<file path="src/rtl/tea_stream_fifo_pkg.sv">
// tea_stream_fifo shared definitions: register offsets,
// STATUS/CTRL bit positions and the upstream FSM encoding.
package tea_pkg;

  localparam logic [1:0] REG_DATA   = 2'd0;
  localparam logic [1:0] REG_STATUS = 2'd1;
  localparam logic [1:0] REG_CTRL   = 2'd2;
  localparam logic [1:0] REG_THR    = 2'd3;

  localparam int ST_EMPTY = 16;
  localparam int ST_FULL  = 17;
  localparam int ST_UDF   = 18;

  localparam int CTRL_EN      = 0;
  localparam int CTRL_FLUSH   = 1;
  localparam int CTRL_UDF_CLR = 2;

  typedef enum logic [1:0] {
    IDLE = 2'd0,
    REQ  = 2'd1,
    DONE = 2'd2
  } fsm_e;

endpackage

</file>
<file path="src/rtl/tea_stream_fifo_if.sv">
// Core result handshake plus the APB slave port of
// tea_stream_fifo, bundled for module ports.
interface tea_stream_fifo_if;

  logic        req;
  logic        ack;
  logic [31:0] rdata;

  logic        psel;
  logic        penable;
  logic        pwrite;
  logic [31:0] paddr;
  logic [31:0] pwdata;
  logic [31:0] prdata;

  modport slave (
    output req,
    input  ack,
    input  rdata,
    input  psel,
    input  penable,
    input  pwrite,
    input  paddr,
    input  pwdata,
    output prdata
  );

  modport master (
    input  req,
    output ack,
    output rdata,
    output psel,
    output penable,
    output pwrite,
    output paddr,
    output pwdata,
    input  prdata
  );

endinterface

</file>
<file path="src/rtl/tea_stream_fifo_sync2.sv">
// Generic two-flop synchroniser, used to bring the core's
// ack into the APB clock domain.
module tea_sync2 #(
  parameter int W = 1
) (
  input  logic         pclk,
  input  logic         prstb,
  input  logic [W-1:0] d_i,
  output logic [W-1:0] q_o
);

  logic [W-1:0] s1_q;
  logic [W-1:0] s2_q;

  always_ff @(posedge pclk or negedge prstb) begin
    if (!prstb) begin
      s1_q <= '0;
      s2_q <= '0;
    end else begin
      s1_q <= d_i;
      s2_q <= s1_q;
    end
  end

  assign q_o = s2_q;

endmodule

</file>
<file path="src/rtl/tea_stream_fifo.sv">
// Core result collector: req/ack puller, FIFO, APB drain.
// TEA_STREAM_FIFO_IRQ_EN adds the THR register and irq port.
module tea_stream_fifo
  import tea_pkg::*;
#(
  parameter int DEPTH = 8,
  parameter int AW    = $clog2(DEPTH)
) (
  input logic              pclk,
  input logic              prstb,
  tea_stream_fifo_if.slave bus
`ifdef TEA_STREAM_FIFO_IRQ_EN
  ,
  output logic             irq
`endif
);

  localparam logic [AW:0] LVL_FULL = (AW+1)'(DEPTH);

  logic          ack_s;
  fsm_e          state_q;
  logic          req_q;
  logic          en_q;
  logic          udf_q;
  logic          rd_vld_q;
  logic [31:0]   prdata_q;
  logic [AW-1:0] wptr_q;
  logic [AW-1:0] wptr_d;
  logic [AW-1:0] rptr_q;
  logic [AW-1:0] rptr_d;
  logic [AW:0]   level_q;
  logic [AW:0]   level_d;
  logic [31:0]   mem_q [DEPTH];

  logic        acc;
  logic        setup;
  logic        wr;
  logic        rd;
  logic [1:0]  sel;
  logic        is_data;
  logic        is_status;
  logic        is_ctrl;
  logic        is_thr;
  logic        push;
  logic        pop;
  logic        flush;
  logic        udf_set;
  logic        udf_clr;
  logic        empty;
  logic        full;
  logic [31:0] status_w;
  logic [31:0] thr_rd;
  logic [31:0] rd_word;
  logic        unused_bits;

  tea_sync2 #(.W(1)) u_ack_sync (
    .pclk  (pclk),
    .prstb (prstb),
    .d_i   (bus.ack),
    .q_o   (ack_s)
  );

  assign acc   = bus.psel & bus.penable;
  assign setup = bus.psel & ~bus.penable & ~bus.pwrite;
  assign wr    = acc & bus.pwrite;
  assign rd    = acc & ~bus.pwrite;
  assign sel   = bus.paddr[3:2];

  assign is_data   = (sel == REG_DATA);
  assign is_status = (sel == REG_STATUS);
  assign is_ctrl   = (sel == REG_CTRL);
  assign is_thr    = (sel == REG_THR);

  assign empty = (level_q == '0);
  assign full  = (level_q == LVL_FULL);

  assign flush   = wr & is_ctrl & bus.pwdata[CTRL_FLUSH];
  assign udf_clr = wr & is_ctrl & bus.pwdata[CTRL_UDF_CLR];
  // pop/udf follow the emptiness seen when prdata was captured
  assign pop     = rd & is_data & rd_vld_q;
  assign udf_set = rd & is_data & ~rd_vld_q;
  assign push    = (state_q == REQ) & ack_s & ~flush;

  always_comb begin
    wptr_d  = wptr_q;
    rptr_d  = rptr_q;
    level_d = level_q;
    if (flush) begin
      wptr_d  = '0;
      rptr_d  = '0;
      level_d = '0;
    end else begin
      if (push) wptr_d = wptr_q + 1'b1;
      if (pop)  rptr_d = rptr_q + 1'b1;
      level_d = level_q + (AW+1)'(push) - (AW+1)'(pop);
    end
  end

  always_ff @(posedge pclk or negedge prstb) begin
    if (!prstb) begin
      wptr_q  <= '0;
      rptr_q  <= '0;
      level_q <= '0;
    end else begin
      wptr_q  <= wptr_d;
      rptr_q  <= rptr_d;
      level_q <= level_d;
    end
  end

  always_ff @(posedge pclk) begin
    if (push) mem_q[wptr_q] <= bus.rdata;
  end

  // the slot is reserved on entering REQ; only pops follow
  always_ff @(posedge pclk or negedge prstb) begin
    if (!prstb) begin
      state_q <= IDLE;
      req_q   <= 1'b0;
    end else begin
      unique case (state_q)
        IDLE: begin
          if (en_q && !full && !ack_s) begin
            state_q <= REQ;
            req_q   <= 1'b1;
          end
        end
        REQ: begin
          if (ack_s) begin
            state_q <= DONE;
            req_q   <= 1'b0;
          end
        end
        DONE: begin
          if (!ack_s) state_q <= IDLE;
        end
        default: begin
          state_q <= IDLE;
          req_q   <= 1'b0;
        end
      endcase
    end
  end

  always_ff @(posedge pclk or negedge prstb) begin
    if (!prstb) begin
      en_q  <= 1'b0;
      udf_q <= 1'b0;
    end else begin
      if (wr && is_ctrl) en_q <= bus.pwdata[CTRL_EN];
      if (udf_set)       udf_q <= 1'b1;
      else if (udf_clr)  udf_q <= 1'b0;
    end
  end

`ifdef TEA_STREAM_FIFO_IRQ_EN
  logic [AW:0] thr_q;
  logic        irq_q;

  always_ff @(posedge pclk or negedge prstb) begin
    if (!prstb) begin
      thr_q <= '0;
      irq_q <= 1'b0;
    end else begin
      if (wr && is_thr) thr_q <= bus.pwdata[AW:0];
      irq_q <= (thr_q != '0) && (level_q >= thr_q);
    end
  end

  assign thr_rd = 32'(thr_q);
  assign irq    = irq_q;
`else
  assign thr_rd = '0;
`endif

  always_comb begin
    status_w           = '0;
    status_w[AW:0]     = level_q;
    status_w[ST_EMPTY] = empty;
    status_w[ST_FULL]  = full;
    status_w[ST_UDF]   = udf_q;
  end

  always_comb begin
    rd_word = '0;
    unique case (1'b1)
      is_data:   rd_word = empty ? '0 : mem_q[rptr_q];
      is_status: rd_word = status_w;
      is_ctrl:   rd_word[CTRL_EN] = en_q;
      is_thr:    rd_word = thr_rd;
      default:   rd_word = '0;
    endcase
  end

  always_ff @(posedge pclk or negedge prstb) begin
    if (!prstb) begin
      prdata_q <= '0;
      rd_vld_q <= 1'b0;
    end else if (setup) begin
      prdata_q <= rd_word;
      rd_vld_q <= is_data & ~empty;
    end
  end

  assign bus.req    = req_q;
  assign bus.prdata = prdata_q;

  assign unused_bits = ^{bus.paddr[31:4], bus.paddr[1:0],
                         bus.pwdata[31:3]};

endmodule

</file>
<file path="src/flat_wrapper.sv">
// flat-port wrapper written by rule: the top's interface ports become plain ports
module tea_stream_fifo_flat import tea_pkg::*;
#(
  parameter int DEPTH = 8,
  parameter int AW    = $clog2(DEPTH)
)
  (pclk, prstb, bus_req, bus_ack, bus_rdata, bus_psel, bus_penable, bus_pwrite, bus_paddr, bus_pwdata, bus_prdata);
  tea_stream_fifo_if bus_i ();
  input logic pclk;
  input logic prstb;
  output wire logic [$bits(bus_i.req)-1:0] bus_req;
  input wire logic [$bits(bus_i.ack)-1:0] bus_ack;
  input wire logic [$bits(bus_i.rdata)-1:0] bus_rdata;
  input wire logic [$bits(bus_i.psel)-1:0] bus_psel;
  input wire logic [$bits(bus_i.penable)-1:0] bus_penable;
  input wire logic [$bits(bus_i.pwrite)-1:0] bus_pwrite;
  input wire logic [$bits(bus_i.paddr)-1:0] bus_paddr;
  input wire logic [$bits(bus_i.pwdata)-1:0] bus_pwdata;
  output wire logic [$bits(bus_i.prdata)-1:0] bus_prdata;
  assign bus_req = bus_i.req;
  assign bus_i.ack = bus_ack;
  assign bus_i.rdata = bus_rdata;
  assign bus_i.psel = bus_psel;
  assign bus_i.penable = bus_penable;
  assign bus_i.pwrite = bus_pwrite;
  assign bus_i.paddr = bus_paddr;
  assign bus_i.pwdata = bus_pwdata;
  assign bus_prdata = bus_i.prdata;
  tea_stream_fifo #(.DEPTH(DEPTH), .AW(AW)) u_core (.pclk(pclk), .prstb(prstb), .bus(bus_i));
endmodule
</file>
<file path="config.mk">
export PLATFORM = sky130hd
export DESIGN_NAME = tea_stream_fifo_flat
export DESIGN_NICKNAME = d
export VERILOG_FILES = /design/src/rtl/tea_stream_fifo_pkg.sv /design/src/rtl/tea_stream_fifo_if.sv /design/src/rtl/tea_stream_fifo_sync2.sv /design/src/rtl/tea_stream_fifo.sv /design/src/flat_wrapper.sv
export SDC_FILE = /design/constraint.sdc
export NUM_CORES = 1
export LEC_CHECK = 0
export ABC_AREA = 1
export BUFFER_PORTS_ARGS = -buffer_cell sky130_fd_sc_hd__buf_4
export CAP_MARGIN = 20
export CORE_MARGIN = 1
export CORE_UTILIZATION = 25
export DETAILED_ROUTE_END_ITERATION = 12
export SETUP_SLACK_MARGIN = 0.1
export SLEW_MARGIN = 20
export SYNTH_ARGS = -nofsm -noshare
export SYNTH_HDL_FRONTEND = slang
export SYNTH_SLANG_ARGS = --single-unit
</file>
<file path="constraint.sdc">
create_clock -name pclk -period 3.8 [get_ports pclk]
set_input_delay 0.76 -clock pclk [delete_from_list [all_inputs] [get_ports pclk]]
set_output_delay 0.76 -clock pclk [all_outputs]
set_load 0.01 [all_outputs]
</file>
## Word-level counts from Yosys, hierarchy flattened

Memories as Yosys holds them, arrays and structs flattened.
Index checks and enable logic that the tools add are counted.

- Reduce and logical (&&, ||, !) cells: 13
- Bitwise operators: 20
- Add/sub/neg operators: 4
- Equal/unequal tests: 8
- Muxes and demuxes: 19

Operators by type and width:

| operator | count |
|---|---|
| $pmux W31 S2 | 1 |
| $mux W32 | 1 |
| $and A1 B1 Y1 | 14 |
| $mux W3 | 4 |
| $add A3 B1 Y3 const B | 2 |
| $mux W1 | 6 |
| $mux W2 | 3 |
| $not A1 Y1 | 6 |
| $pmux W1 S3 | 2 |
| $pmux W2 S3 | 1 |
| $reduce_and A3 Y1 | 2 |
| $reduce_bool A2 Y1 | 3 |
| $add A4 B1 Y4 | 1 |
| $eq A2 B1 Y1 const B | 2 |
| $eq A2 B2 Y1 const B | 2 |
| $eq A4 B4 Y1 const B | 1 |
| $logic_not A2 Y1 | 2 |
| $logic_not A4 Y1 | 1 |
| $mux W4 | 1 |
| $ne A2 B2 Y1 const B | 2 |
| $sub A4 B1 Y4 | 1 |
| $logic_and A1 B1 Y1 | 3 |
| $logic_not A1 Y1 | 2 |
| $ne A2 B1 Y1 const B | 1 |

- Register bits after elaboration: 50
- Logic and storage cells: 76
- Memories: 1
- RAM bits: 256
- Output and inout port bits: 33

Memory list:

| memory | depth | bits a word | read ports | clocked after memory_dff | wr ports | RTL line | source |
|---|---|---|---|---|---|---|---|
| u_core.mem_q | 8 | 32 | 1 | 0 | 1 | tea_stream_fifo.sv:33 | `logic [31:0] mem_q [DEPTH];` |

## Depth between registers and ports, before layout

Gate-level depths: netlist (run 1).

- Word-level depth: 9
- Gate-level depth with buffers: 12

## Modules after synthesis

From an unflattened synthesis (run 1), not the netlist that was laid out.

- Cells, all modules: 1030
- Area, all modules: 12321.8 um^2

Modules (own cells, without submodules):

| module | area each (um^2) | instances | cells an instance |
|---|---|---|---|
| tea_stream_fifo | 12271.8 | 1 | 1028 |
| tea_sync2 | 50.0 | 1 | 2 |

## Least setup slack after synthesis (run 1)

Ideal clock, no wire load.

- Path kind: input to register
- Start point: input port bus_psel
- End point: memory u_core.mem_q[3][0] (enable)
- Data required time: 3339 ps
- Arrival: 3444 ps
- Setup slack: -106 ps
- Path buffers: 0
- Stages: 7
- Cells stage by stage: nand2_1 -> inv_1 -> nand4_1 -> nor2_1 -> inv_2 -> nand2_2 -> nor3_1

- Cells in the longest elaborated chain, start to end: 8

RTL lines:

| what | RTL line | source |
|---|---|---|
| start, declared | flat_wrapper.sv:14 | `input wire logic [$bits(bus_i.psel)-1:0] bus_psel;` |
| $and A1 B1 Y1 | tea_stream_fifo.sv:63 | `assign acc = bus.psel & bus.penable;` |
| $and A1 B1 Y1 | tea_stream_fifo.sv:65 | `assign wr = acc & bus.pwrite;` |
| $and A1 B1 Y1 (2 in series) | tea_stream_fifo.sv:77 | `assign flush = wr & is_ctrl & bus.pwdata[CTRL_FLUSH];` |
| $not A1 Y1 | tea_stream_fifo.sv:82 | `assign push = (state_q == REQ) & ack_s & ~flush;` |
| $and A1 B1 Y1 | tea_stream_fifo.sv:82 |  |
| $mux W1 | tea_stream_fifo.sv:112 | `if (push) mem_q[wptr_q] <= bus.rdata;` |
| $mux W1 (implied by the code) | tea_stream_fifo.sv:112 |  |
| end, declared | tea_stream_fifo.sv:33 |  |

Every way passes these cells.

## Worst setup path after layout (run 1)

- Start point: input port bus_psel
- End point: memory u_core.mem_q[6][3] (enable)

The elaborated chain is that of the path after synthesis.

==> results of run 1 <==
[cell families (layout without fill, tap and decap cells)]
| logic type | count (synthesis) | after routing | synth area share |
|---|---|---|---|
| XOR/XNOR | 1 | 1 | 0.000711 |
| multiplexers | 1 | 1 | 0.000914 |
| AO/OA/AOI/OAI | 165 | 165 | 0.0781 |
| buffers and inverters | 129 | 228 | 0.0454 |
| AND/OR/NAND/NOR | 419 | 419 | 0.139 |
| adder cells (fa/ha/maj) | 9 | 9 | 0.00975 |
| other | 0 | 1 | 0 |
| flip-flops | 306 | 306 | 0.726 |
[cell type report]
class,count,area [sq um]
clock buffer,42,847
timing repair buffer,95,792
fill,4854,33500
multi-input combinational,595,2870
inverter,75,283
clock inverter,16,123
sequential,306,8940
antenna,1,2.50
tap,656,821
[registers in the layout, indices dropped and copies added (netlist names)]
name,flops
u_core.en_q,1
u_core.rd_vld_q,1
u_core.bus.prdata,32
u_core.state_q,2
u_core.wptr_q,3
u_core.bus.req,1
u_core.rptr_q,3
u_core.udf_q,1
u_core.level_q,4
u_core.u_ack_sync.q_o,1
u_core.mem_q,256
u_core.u_ack_sync.s1_q,1
[Yosys cell counts (all sizes together)]
| library cell | count | area share |
|---|---|---|
| a211oi | 1 | 0.00061 |
| a21o | 1 | 0.00061 |
| a21oi | 4 | 0.0016 |
| buf | 30 | 0.015 |
| clkbuf | 24 | 0.0075 |
| clkinv | 1 | 0.00030 |
| dfrtp | 50 | 0.10 |
| edfxtp | 256 | 0.62 |
| fa | 1 | 0.0016 |
| ha | 8 | 0.0081 |
| inv | 74 | 0.023 |
| mux2 | 1 | 0.00091 |
| nand2 | 171 | 0.053 |
| nand3 | 74 | 0.030 |
| nand4 | 4 | 0.0020 |
| nor2 | 162 | 0.050 |
| nor3 | 6 | 0.0034 |
| nor3b | 1 | 0.0010 |
| o211ai | 50 | 0.030 |
| o21ai | 107 | 0.043 |
| o31ai | 1 | 0.00061 |
| o41ai | 1 | 0.00071 |
| or2 | 1 | 0.00051 |
| xor2 | 1 | 0.00071 |
[path summary, 6_finish.rpt]
check                                    endpoint                   start  depth (start not counted)  slack (ps)
max                            u_core.mem_q[6][3]                bus_psel                         11        1470
min                         u_core.bus.prdata[15]                   prstb                          1         250
max reg2reg                    u_core.mem_q[6][3]       u_core.state_q[1]                          8        1590
min reg2reg                 u_core.u_ack_sync.q_o  u_core.u_ack_sync.s1_q                          0         360
max in group asynchronous        u_core.rptr_q[0]                   prstb                          1        2990
min in group pclk          u_core.u_ack_sync.s1_q                 bus_ack                          1         300
[power groups by stage]
stage	clock network, mW	registers, mW	logic (mW)
3_5_place_dp	0	4.12	2.01
2_1_floorplan	0	4.09	1.36
5_1_grt	3.10	4.07	2.27
6_report	2.90	4.05	1.99
3_3_place_gp	0	4.11	1.97
4_1_cts	2.97	4.05	2.02
[routing by layer]
metal / wire (um) / vias to the layer above / GRT usage
met1: 13600 / 3771 / 0.161
met3: 1360 / 33 / 0.0237
met2: 13600 / 164 / 0.183
met5: 13 / - / 0
met4: 448 / 2 / 0.0267
li1: - / 3730 / -
[per-stage QoR]
step           power, mW  setup WS, ps  utilization
2_1_floorplan       5.45          -106            -
3_5_place_dp        6.13           843        0.285
3_3_place_gp        6.08           874        0.285
5_1_grt             9.44          1300        0.305
6_report            8.93          1470        0.305
4_1_cts             9.04          1440        0.305
==> results.toml, run 1 <==
[run_status]
status = "complete, no violations"

[sta]
whs_ps = 247
fin_crit_ps = 2330
finalHoldViolCount = 0
fmax_mhz = 429
slew_viol_final = 0
post-route-period-util = 0.614
tightest_slew_ps = 942
final.setup.tns_ps = 0
clock_skew_ps = 26.0
finalSetupViolations = 0
rsz0062_at_grt = "false"
slew_headroom = 0.372

[worst_setup_path]
crit_path_start_kind = "input pin"
cp_cell_sequence = "buf_4 -> nand2_1 -> inv_1 -> nand4_1 -> nor2_1 -> inv_2 -> nand2_2 -> inv_1 -> nand2_2 -> nor2_4 -> buf_12"
crit_path_max_incr_delay_ps = 490
critPathMaxFanout = 22
critPathTopFamily = "simple AND/OR/NAND/NOR gates"
slowest_stage = "nor2_4"
path_buf_inv = 5
arrival_ps = 2600
required_ps = 4060
critPathKind = "in2reg"
endpoint_kind = "flop"

[power_and_ir_drop]
power_density_nw_per_um2 = 609
p_clk_frac = 0.324
p_seq_frac = 0.453
swShare = 0.305
p_sw_mw = 2.72
power.leakage_nw = 5.51
max-vdd-ir-drop_mv = 0.420
internal_power_mw = 6.21
comb_power_share = 0.223

[floorplan]
die_w_um = 224
initial_core_util = 0.256
rows = 80
io_pins = 135
fp.dieH_um = 224
dieArea_sq_um = 50200
core-area_sq_um = 48100

[logic_synthesis]
syn_avg_cell_area_sq_um = 12.0
ys_seq_elements = 306
yosys.cell_types.count = 33
syn_nets = 1141
syn_area_sq_um = 12300
syn_inst = 1030
ys_seq_area_frac = 0.726
ys_warn_count = 0

[place]
gp_congestion = 0.748
port_buffers = 75
dp.cells = 1727
placed_area_sq_um = 13700
hpwl_um = 16300

[detailed_routing]
wl_per_cell_um = 16.3
drt_iter0_markers = 589
route.detailed.drc = 0
routed-via-count = 7700
ant_nets = 0
routed_wl_um = 29000
drtPass1Iterations = 5
viasPerCell = 4.31

[layout]
drive_gt1_frac = 0.141
areaGrowthSynthToFinish_pct = 19.2
stdcell_count = 1786
fin_area_sq_um = 14700
final_common_cell = "edfxtp_1"
most-common-layout-cells = "edfxtp_1, nand2_1, nor2_1"
nNetsFinal = 1215

[global_route]
track_usage = 0.115
grt_max_degree = 119
grt_antenna_before_repair = 2
grt_pass1_vias = 7526
grt_overflow = 0
grt_pass1_wl_um = 44600

[clock_network]
clk_pin_slew_ps = 60
clockRootBuffer = "clkbuf_16"
cts.htree.levels = 1
post_cts_buffers = 0
cts.sinks = 306
worstSkewPairLatency_ps = 580
tritoncts = "done"
cts_resized = 0
cts_buffers = 31
holdBufCountCts = 0
clk_path_buf_depth = 3

[worst_hold_path]
hold_path_class = "in2async"

[job]
drv_cap = 0
No activity file was read; power rests on OpenSTA's default activity.
==> run 2, diff against run 1 <==
==> constraint.sdc (replaced) <==
create_clock -name pclk -period 2 [get_ports pclk]
set_input_delay 0.4 -clock pclk [delete_from_list [all_inputs] [get_ports pclk]]
set_output_delay 0.4 -clock pclk [all_outputs]
set_load 0.01 [all_outputs]
==> run 2 against run 1 <==
Net effect:
- worst setup slack lost 1300 ps
- hold slack worse by 190 ps
- core utilization rose by 1.1 points
- non-clock buffer count grew 40
- count of clock-buffer cells in the layout decreased by 7
- first-iteration DRC count is 8.1% higher
- sequential power rose by 89%
- die area did not move
- clock skew decreased by 13 ps
- routed wire length grew 1.3%
- total power is 94% higher
- critical endpoint is now u_core.level_q[2]
==> results.toml, run 2 (synthesis gave the netlist of run 1 again) <==
[run_status]
status = "complete, no violations"

[layout]
stdcell_count = 1825
fin_util = 0.316
most-common-layout-cells = "edfxtp_1, nand2_1, nor2_1"
nNetsFinal = 1255
regMostFlops = "u_core.mem_q"
final_common_cell = "edfxtp_1"
drive_gt1_frac = 0.177
areaGrowthSynthToFinish_pct = 23.6
fill_cells = 4760
largest_reg_flops = 256

[floorplan]
core-area_sq_um = 48100
die_w_um = 224
fp.dieH_um = 224
io_pins = 135
initial_core_util = 0.256
rows = 80
dieArea_sq_um = 50200

[global_route]
grt_pass1_vias = 7928
grt_max_degree = 113
grt_antenna_before_repair = 1
grt_pass1_wl_um = 45800
grt_overflow = 0
track_usage = 0.118

[worst_setup_path]
required_ps = 2460
critPathMaxFanout = 2
crit_path_start_kind = "flop"
r2r_slack_ps = 200
critPathTopFamily = "adder cells"
cpMostUsedCell = "inv_1"
critPathKind = "reg2reg"
path_buf_inv = 3
cp_cell_sequence = "nand4_1 -> inv_1 -> ha_1 -> inv_1 -> ha_2 -> fa_2 -> xor2_1 -> nand2_1 -> inv_1"
arrival_ps = 2260
rr_endpoint = "u_core.level_q[2]"
ff2ff_path_depth = 9
endpoint_kind = "flop"
r2r-start = "u_core.rd_vld_q"
slowest_stage = "dfrtp_1"
crit_path_max_incr_delay_ps = 380

[place]
port_buffers = 75
dp.cells = 1760
place_ws_ps = -169
gp_congestion = 0.730
hpwl_um = 18000

[detailed_routing]
drt_iter0_markers = 637
ant_nets = 0
routed-via-count = 7910
drtPass1Iterations = 5
wl_per_cell_um = 16.1
route.detailed.drc = 0
viasPerCell = 4.33
routed_wl_um = 29400

[sta]
layout_setup_ws_ps = 201
fmax_mhz = 556
fin_crit_ps = 1800
finalHoldViolCount = 0
slew_headroom = 0.630
final.setup.tns_ps = 0
clock_skew_ps = 12.9
post-route-period-util = 0.900
rsz0062_at_grt = "true"
slew_viol_final = 0
tightest_slew_ps = 556
finalSetupViolations = 0

[power_and_ir_drop]
max-vdd-ir-drop_mv = 0.648
total_power_mw = 17.3
power.leakage_nw = 5.79
power_density_nw_per_um2 = 1140

[worst_hold_path]
holdPathEnd = "u_core.udf_q"
hold_path_startpoint = "bus_pwrite"
hold_path_class = "in2reg"
whs_path_depth = 2

[clock_network]
clockRootBuffer = "clkbuf_16"
cts.htree.levels = 1
worstSkewPairLatency_ps = 570
cts_buffers = 31
clk_path_buf_depth = 3
tritoncts = "done"
cts.sinks = 306
clk_pin_slew_ps = 60

[job]
drv_cap = 0
[run 2: cell count changes in the layout (fill, tap and decap cells not counted), sizes merged]
| cell | change |
|---|---|
| buf | +37 |
| bufinv | +1 |
| clkbuf | -6 |
| clkinv | +3 |
| clkinvlp | +2 |
| dlygate4sd3 | +2 |
[run 2: what timing repair did]
item,4_1_cts,5_1_grt
gates cloned,0,2
buffers inserted,2,1
hold buffers,2,0
resized for setup,0,5
pin swaps,1,1
hold endpoints to repair,29,0
endpoints found under the setup margin,1,59
[run 2: final cells by class]
class | count | area [sq um] | area share
inverter | 75 | 283 | 0.0186
clock buffer | 35 | 801 | 0.0526
tap | 656 | 821 | 0.0539
antenna | 1 | 2.50 | 0.000164
timing repair buffer | 135 | 1270 | 0.0836
sequential | 306 | 8940 | 0.588
clock inverter | 22 | 170 | 0.0112
multi-input combinational | 595 | 2920 | 0.192
[run 2: layer usage]
layer | track usage | wire [um] | part of all wire | up-vias
li1 | - | - | - | 3810
met1 | 0.156 | 13100 | 0.45 | 3873
met2 | 0.193 | 14100 | 0.48 | 186
met3 | 0.0241 | 1680 | 0.057 | 41
met4 | 0.0340 | 524 | 0.018 | 0
met5 | 0 | 0 | 0 | -
[run 2: how the worst max path moves through the flow]
stage                    endpoint  slack [ps]             from  cells past startpoint
4_1_cts         u_core.level_q[2]         110  u_core.rd_vld_q                      9
5_1_grt         u_core.level_q[2]         100  u_core.rd_vld_q                      9
3_3_place_gp    u_core.level_q[2]        -140         bus_psel                     14
3_5_place_dp    u_core.level_q[2]        -170         bus_psel                     14
6_report        u_core.level_q[2]         200  u_core.rd_vld_q                      9
2_1_floorplan  u_core.mem_q[1][0]        -150         bus_psel                      7
[run 2: metrics by stage]
stage	hold WS [ps]	area, sq um
floorplan	104	12400
global placement	369	14100
detailed placement	362	14100
CTS	26.5	15100
global route	51.2	15200
finish	61.2	15200
[run 2: worst reg2reg max path, delay by kind of cell (launching register included)]
family	cells	cell delay, ps
buf+inv	3	130
simple gates	2	190
flops	1	380
xor+xnor	1	170
fa+ha+maj	3	820
[run 2: report_power, final]
group	leakage, nW	internal (mW)	total (mW)	switching, mW
combinational	2.36	1.48	4.09	2.61
clock	0.482	3.14	5.56	2.42
sequential	2.95	7.40	7.64	0.242
total	5.79	12.0	17.3	5.28
